--- src/rtl/alu_exec_stage.sv ---
// Execute stage after the shifter: S1 captures operands, S2 holds the ALU result and flags.
// Valid/ready on both sides; the architectural status updates only when a load_status op retires.
module alu_exec_stage #(
    parameter int unsigned W = 16
) (
    input  logic         clk,
    input  logic         reset,
    input  logic         in_valid,
    output logic         in_ready,
    input  logic [W-1:0] ain,
    input  logic         asel,
    input  logic [W-1:0] sout,
    input  logic [1:0]   alu_op,
    input  logic         load_status,
    output logic         out_valid,
    input  logic         out_ready,
    output logic [W-1:0] c,
    output logic [2:0]   c_flags,
    output logic [2:0]   status
);

    typedef enum logic [1:0] {
        OP_ADD = 2'b00,
        OP_SUB = 2'b01,
        OP_AND = 2'b10,
        OP_NOT = 2'b11
    } alu_op_e;

    logic         s1_valid_q;
    logic [W-1:0] s1_a_q;
    logic [W-1:0] s1_b_q;
    alu_op_e      s1_op_q;
    logic         s1_ls_q;

    logic         s2_valid_q;
    logic [W-1:0] c_q;
    logic [2:0]   flags_q;
    logic         s2_ls_q;
    logic [2:0]   status_q;

    logic         adv_c;
    logic         retire_c;
    logic         xfer_c;
    logic [W-1:0] res_c;
    logic         v_c;
    logic [2:0]   flags_c;

    // Handshake: S1 may move on when S2 is empty or is draining this cycle.
    assign adv_c    = s1_valid_q && (!s2_valid_q || out_ready);
    assign retire_c = s2_valid_q && out_ready;
    assign in_ready = !reset && (!s1_valid_q || adv_c);
    assign xfer_c   = in_valid && in_ready;

    // ALU and flag generation on the S1 operands.
    always_comb begin
        res_c = '0;
        v_c   = 1'b0;
        case (s1_op_q)
            OP_ADD: begin
                res_c = s1_a_q + s1_b_q;
                v_c   = (s1_a_q[W-1] == s1_b_q[W-1]) && (res_c[W-1] != s1_a_q[W-1]);
            end
            OP_SUB: begin
                res_c = s1_a_q + ~s1_b_q + W'(1);
                v_c   = (s1_a_q[W-1] != s1_b_q[W-1]) && (res_c[W-1] != s1_a_q[W-1]);
            end
            OP_AND:  res_c = s1_a_q & s1_b_q;
            OP_NOT:  res_c = ~s1_b_q;
            default: res_c = '0;
        endcase
        flags_c = {(res_c == '0), res_c[W-1], v_c};
    end

    always_ff @(posedge clk) begin
        if (reset) begin
            s1_valid_q <= 1'b0;
            s1_a_q     <= '0;
            s1_b_q     <= '0;
            s1_op_q    <= OP_ADD;
            s1_ls_q    <= 1'b0;
            s2_valid_q <= 1'b0;
            c_q        <= '0;
            flags_q    <= '0;
            s2_ls_q    <= 1'b0;
            status_q   <= '0;
        end else begin
            if (xfer_c) begin
                s1_a_q  <= asel ? '0 : ain;
                s1_b_q  <= sout;
                s1_op_q <= alu_op_e'(alu_op);
                s1_ls_q <= load_status;
            end
            if (xfer_c) begin
                s1_valid_q <= 1'b1;
            end else if (adv_c) begin
                s1_valid_q <= 1'b0;
            end

            if (adv_c) begin
                s2_valid_q <= 1'b1;
                c_q        <= res_c;
                flags_q    <= flags_c;
                s2_ls_q    <= s1_ls_q;
            end else if (retire_c) begin
                s2_valid_q <= 1'b0;
            end

            // Status takes the flags of the entry leaving S2, so it follows retire order.
            if (retire_c && s2_ls_q) begin
                status_q <= flags_q;
            end
        end
    end

    assign out_valid = s2_valid_q;
    assign c         = c_q;
    assign c_flags   = flags_q;
    assign status    = status_q;

endmodule

--- config.mk ---
export PLATFORM = sky130hd
export DESIGN_NAME = alu_exec_stage
export DESIGN_NICKNAME = d
export VERILOG_FILES = /design/src/rtl/alu_exec_stage.sv
export SDC_FILE = /design/constraint.sdc
export NUM_CORES = 1
export LEC_CHECK = 0
export ABC_CLOCK_PERIOD_IN_PS = 3500
export CORE_UTILIZATION = 40
export CTS_CLUSTER_SIZE = 40
export DETAILED_ROUTE_END_ITERATION = 12
export PLACE_DENSITY = 0.71
export SLEW_MARGIN = 25
export SYNTH_ARGS = -nofsm -noshare
export SYNTH_HDL_FRONTEND = slang
export SYNTH_SLANG_ARGS = --single-unit
--- constraint.sdc ---
create_clock -name clk -period 3.5 [get_ports clk]
set_clock_uncertainty 0.05 [all_clocks]
set_input_delay 0.35 -clock clk [delete_from_list [all_inputs] [get_ports clk]]
set_output_delay 0.35 -clock clk [all_outputs]
set_load 0.03 [all_outputs]
# Yosys cells after proc, flatten, opt, wreduce, memory -nomap -nowiden
# Index checks and enable logic that the tools add are counted.
op_classes:
  addsub: 3
  eq_ne: 7
  n_mux: 7
  bitwise: 2
  n_reduce_logical: 16
ops:
  columns: ["cell", "n"]
  rows:
  - ["16-bit one-hot mux with 4 select lines", 1]
  - ["16-bit adder", 2]
  - ["16-bit by 1-bit adder with 16-bit output, second input constant", 1]
  - ["16-bit AND", 1]
  - ["16-bit zero test", 1]
  - ["16-bit 2-to-1 mux", 1]
  - ["16-bit inverter", 1]
  - ["1-bit logical AND", 7]
  - ["2-bit equality test, second input constant", 2]
  - ["1-bit 2-to-1 mux", 4]
  - ["2-bit nonzero test", 2]
  - ["1-bit zero test", 3]
  - ["1-bit != test", 3]
  - ["2-bit by 1-bit equality test with 1-bit output, second input constant", 1]
  - ["2-bit zero test", 1]
  - ["1-bit logical OR", 2]
  - ["1-bit one-hot mux with 2 select lines", 1]
  - ["1-bit equality test", 1]
totals:
  regBits: 60
  in_bits: 40
  out_inout_bits: 24
  word_cells: 45

# Depth between registers and ports, before layout
depth:
  depth_word: 7
  mapped_depth: 12
  mapped_depth_nobuf: 12

# Worst setup path before layout
# OpenSTA, ideal clock, no wires.
synth_path:
  path_type: "register to register"
  from: "register s1_b_q[0]"
  to: "register flags_q[2] (netlist: c_flags[2])"
  setup_time_ps: 69
  arrival_time_ps: 2680
  path_slack_ps: 701
  path_stages_with_launch: 12
  synth_period_minus_slack_ps: 2799
  path_cell_list: "dfxtp_1 -> ha_1 -> fa_1 -> nor2b_1 -> o311a_1 -> a31oi_1 -> xnor2_1 -> o21ai_0 -> or4_1 -> nor4_2 -> nand4_1 -> o21ai_1"
synth_between:
  elab_chain_len: 5
  elab_cells_between_ends: 7
synth_lines:
  columns: ["item", "line", "text"]
  rows:
  - ["from (decl)", "31", "logic [W-1:0] s1_b_q;"]
  - ["from (signal assigned)", "89", "s1_b_q <= sout;"]
  - ["16-bit inverter", "64, 68", null]
  - ["16-bit adder", "64", "res_c = s1_a_q + ~s1_b_q + W'(1);"]
  - ["16-bit by 1-bit adder with 16-bit output", "64", null]
  - ["16-bit one-hot mux with 4 select lines (*)", "58", "case (s1_op_q)"]
  - ["16-bit zero test (*)", "71", "flags_c = {(res_c == '0), res_c[W-1], v_c};"]
  - ["to (signal assigned)", "102", "flags_q <= flags_c;"]
  - ["to (decl)", "37", "logic [2:0] flags_q;"]
# Every way passes the cells marked *; elsewhere a longest branch is shown, timed or not.
# A chain may end at the register's enable or synchronous reset.

# Final worst setup path
# Same ends and word-level chain as after synthesis.

==> impl_metrics.py <==
metrics = {
    "sta": {
        "hold_slack_ns": 0.406,
        "slew_viol_final": 0,
        "layout_min_cycle_time_ns": 3.11,
        "fin_crit_sh_pct": 89.0,
        "layout_setup_ws_ns": 0.386,
        "worst_pin_slew_ns": 0.913,
        "hold_viol_final": 0,
        "rsz0062_at_grt": "false",
        "final-setup-viol-count": 0,
        "tns_ns": 0,
        "max-slew-margin-rel_pct": 39.2,
        "max_clock_freq_mhz": 321,
    },
    "critical_path": {
        "crit_fanout": 5,
        "max_stage_delay_ns": 0.58,
        "cp_cell_sequence": "ha_1 > fa_1 > nor2b_1 > o311a_1 > a31oi_1 > xnor2_1 > o21ai_0 > or4_1 > nor4_2 > nand4_1 > o21ai_1",
        "slowest_stage": "or4_1",
        "endpoint_kind": "flop",
        "path_buf_inv": 0,
        "worstPathRequired_ns": 3.74,
        "critPathLaunchType": "flop",
        "arrival_ns": 3.35,
        "critical_path.top_delay_family": "simple AND/OR/NAND/NOR gates",
        "crit_type": "flop to flop",
    },
    "logic_synthesis": {
        "ys_top_cells_by_area": "dfxtp_1 (27%), ha_1 (9.3%), nand2_1 (7.1%), a21oi_1 (5.1%), nor2_1 (3.9%)",
        "syn_nets": 628,
        "yosysMostFrequentCell": "nand2_1",
        "synth_warnings": 0,
        "netlist_area_um2": 4300,
        "yosysSeqAreaShare_pct": 27.5,
        "yosys-top-cells-count": "nand2_1 (81), dfxtp_1 (59), nor2_1 (45)",
        "yosys.cell_types.count": 71,
        "ys_async_sr_fraction_pct": 0,
        "yosysTopAreaCell": "dfxtp_1",
        "synth_ff_type": "dfxtp_1",
        "synth-edff-count": 0,
        "yosys.area.top_type_share_pct": 27.5,
        "syn_inst": 554,
        "synth.ff_latch_count": 59,
        "syn_area_per_cell_um2": 7.76,
    },
    "clock_tree": {
        "hold_buffers": 0,
        "htreeDepth": 3,
        "cts-resized-gates": 0,
        "ctsRootBufferMaster": "clkbuf_8",
        "cts_buffers": 9,
        "post_cts_buffers": 0,
        "cts_tree": "done",
        "clock_latency_ns": 0.35,
        "cts_buffer_depth": 2,
        "path_clk_slew_ns": 0.08,
        "clock_sinks": 59,
    },
    "power": {
        "pwr-share-seq_pct": 35.9,
        "internal_power_w": 0.00141,
        "p_leak_nw": 2.06,
        "power_switching_share_pct": 31.2,
        "p_comb_share_pct": 26.3,
        "finalPower_w": 0.00204,
        "p_per_area_nw_per_um2": 393,
        "p_clk_share_pct": 37.8,
        "switchingPower_w": 0.000638,
        "ir_drop_uv": 190,
    },
    "grt": {
        "antenna_found_initial": 0,
        "grt_pass1_wl_mm": 19.7,
        "grt_max_degree": 46,
        "grt.total_usage_pct": 22.2,
        "grt-ovfl-total": 0,
        "grt_pass1_vias": 3933,
    },
    "finish": {
        "syn_to_final_growth_pct": 20.8,
        "antenna_cells": 0,
        "drive_gt1_share_pct": 7.14,
        "fin_nets": 671,
    },
    "floorplanning": {
        "ios": 64,
        "die_w_um": 106,
        "die-area_um2": 11200,
        "std_cell_rows": 37,
        "die_h_um": 106,
        "initial_core_util_pct": 41.5,
        "core_area_um2": 10400,
    },
    "drt": {
        "dr.first_iter.drc_count": 297,
        "vias_per_cell": 5.64,
        "drc": 0,
        "drt_wl_total_mm": 12.0,
        "wl_per_cell_um": 16.2,
        "num_vias": 4166,
        "firstDrtPassIters": 4,
        "ant_nets": 0,
    },
    "placed_design": {
        "dp_slack_ns": 0.413,
        "port_buffers": 63,
        "place_congestion": 0.894,
        "hpwlAfterDp_mm": 8.73,
    },
    "flow_run": {
        "drv_cap": 0,
    },
    "min_path": {
        "holdCritPathClass": "flop to flop",
    },
    "run_status": {
        "outcome": "complete, no violations",
    },
}
## cells by family after synthesis
kind of cell / synth area share (%)
compound gates: 26.3
xor+xnor: 2.44
fa+ha+maj: 10.2
buf+inv: 7.48
flops: 27.5
mux: 3.14
simple gates: 23.0
## per-stage QoR
| stage | cell area [µm²] | util [%] | instances |
|---|---|---|---|
| 6_report | 5190 | 50.1 | 738 |
| 5_1_grt | 5190 | 50.1 | 738 |
| 4_1_cts | 5190 | 50.1 | 738 |
| 3_3_place_gp | 4950 | 47.8 | 722 |
| 3_5_place_dp | 4950 | 47.8 | 722 |
| 2_1_floorplan | 4300 | - | 554 |
## worst paths after layout
check | slack (ns) | to | startpoint | cells after the start
hold / removal | 0.41 | c[5]$_SDFFE_PP0P_ | c[5]$_SDFFE_PP0P_ | 2
hold reg to reg | 0.41 | c[5]$_SDFFE_PP0P_ | c[5]$_SDFFE_PP0P_ | 2
setup reg to reg | 0.39 | c_flags[2]$_SDFFE_PP0P_ | s1_b_q[0]$_SDFFE_PP0P_ | 11
setup / recovery | 0.39 | c_flags[2]$_SDFFE_PP0P_ | s1_b_q[0]$_SDFFE_PP0P_ | 11
## cell usage in the layout, fill, tap and decap left out, drive strengths merged, types with 8 or more instances in the layout
master         instances
o21a                   9
nand2                 81
nor2                  45
buf                    9
a21oi                 46
nand3                 10
nor3                  11
o21ai                 24
o211ai                 9
clkdlybuf4s50         62
o31ai                 19
inv                   30
nor2b                  8
dfxtp                 59
mux2i                  9
ha                    32
xnor2                  9
clkbuf                 9
nand3b                16
## sequential cells by signal, indices dropped and copies added (netlist names)
signal,count
s1_op_q,2
s1_ls_q,1
s2_ls_q,1
c_flags,3
s1_b_q,16
out_valid,1
status,3
s1_a_q,16
c,15
s1_valid_q,1
## worst min-delay path: stages (launching register included)
cell and delay (ns):
dfxtp_1 0.31, nand2_1 0.05, a21oi_1 0.05
## layer usage
layer	track usage [%]	wire (µm)	part of all wire [%]	vias to the layer above
met5	0	0	0	-
met4	6.35	172	1.4	0
met3	3.65	709	5.9	15
met2	34.5	5260	44	146
met1	31.4	5830	49	1936
li1	-	-	-	2069
## cell type report
class                   count  area, µm²
clock buffers               9        124
well taps                 136        170
multi-input cells         424       2800
repair buffers             71        686
fillers                  1042       5170
inverters                  32        120
clock inverters             7        116
flip-flops and latches     59       1180
## power by group through the flow
stage | combinational [W] | clock (W) | sequential (W)
finish | 0.000538 | 0.000771 | 0.000733
global route | 0.000590 | 0.000812 | 0.000738
CTS | 0.000534 | 0.000780 | 0.000733
detailed placement | 0.000531 | 0 | 0.000749
global placement | 0.000525 | 0 | 0.000747
floorplan | 0.000355 | 0 | 0.000767
Note: power is estimated with default switching activity, not from simulation.
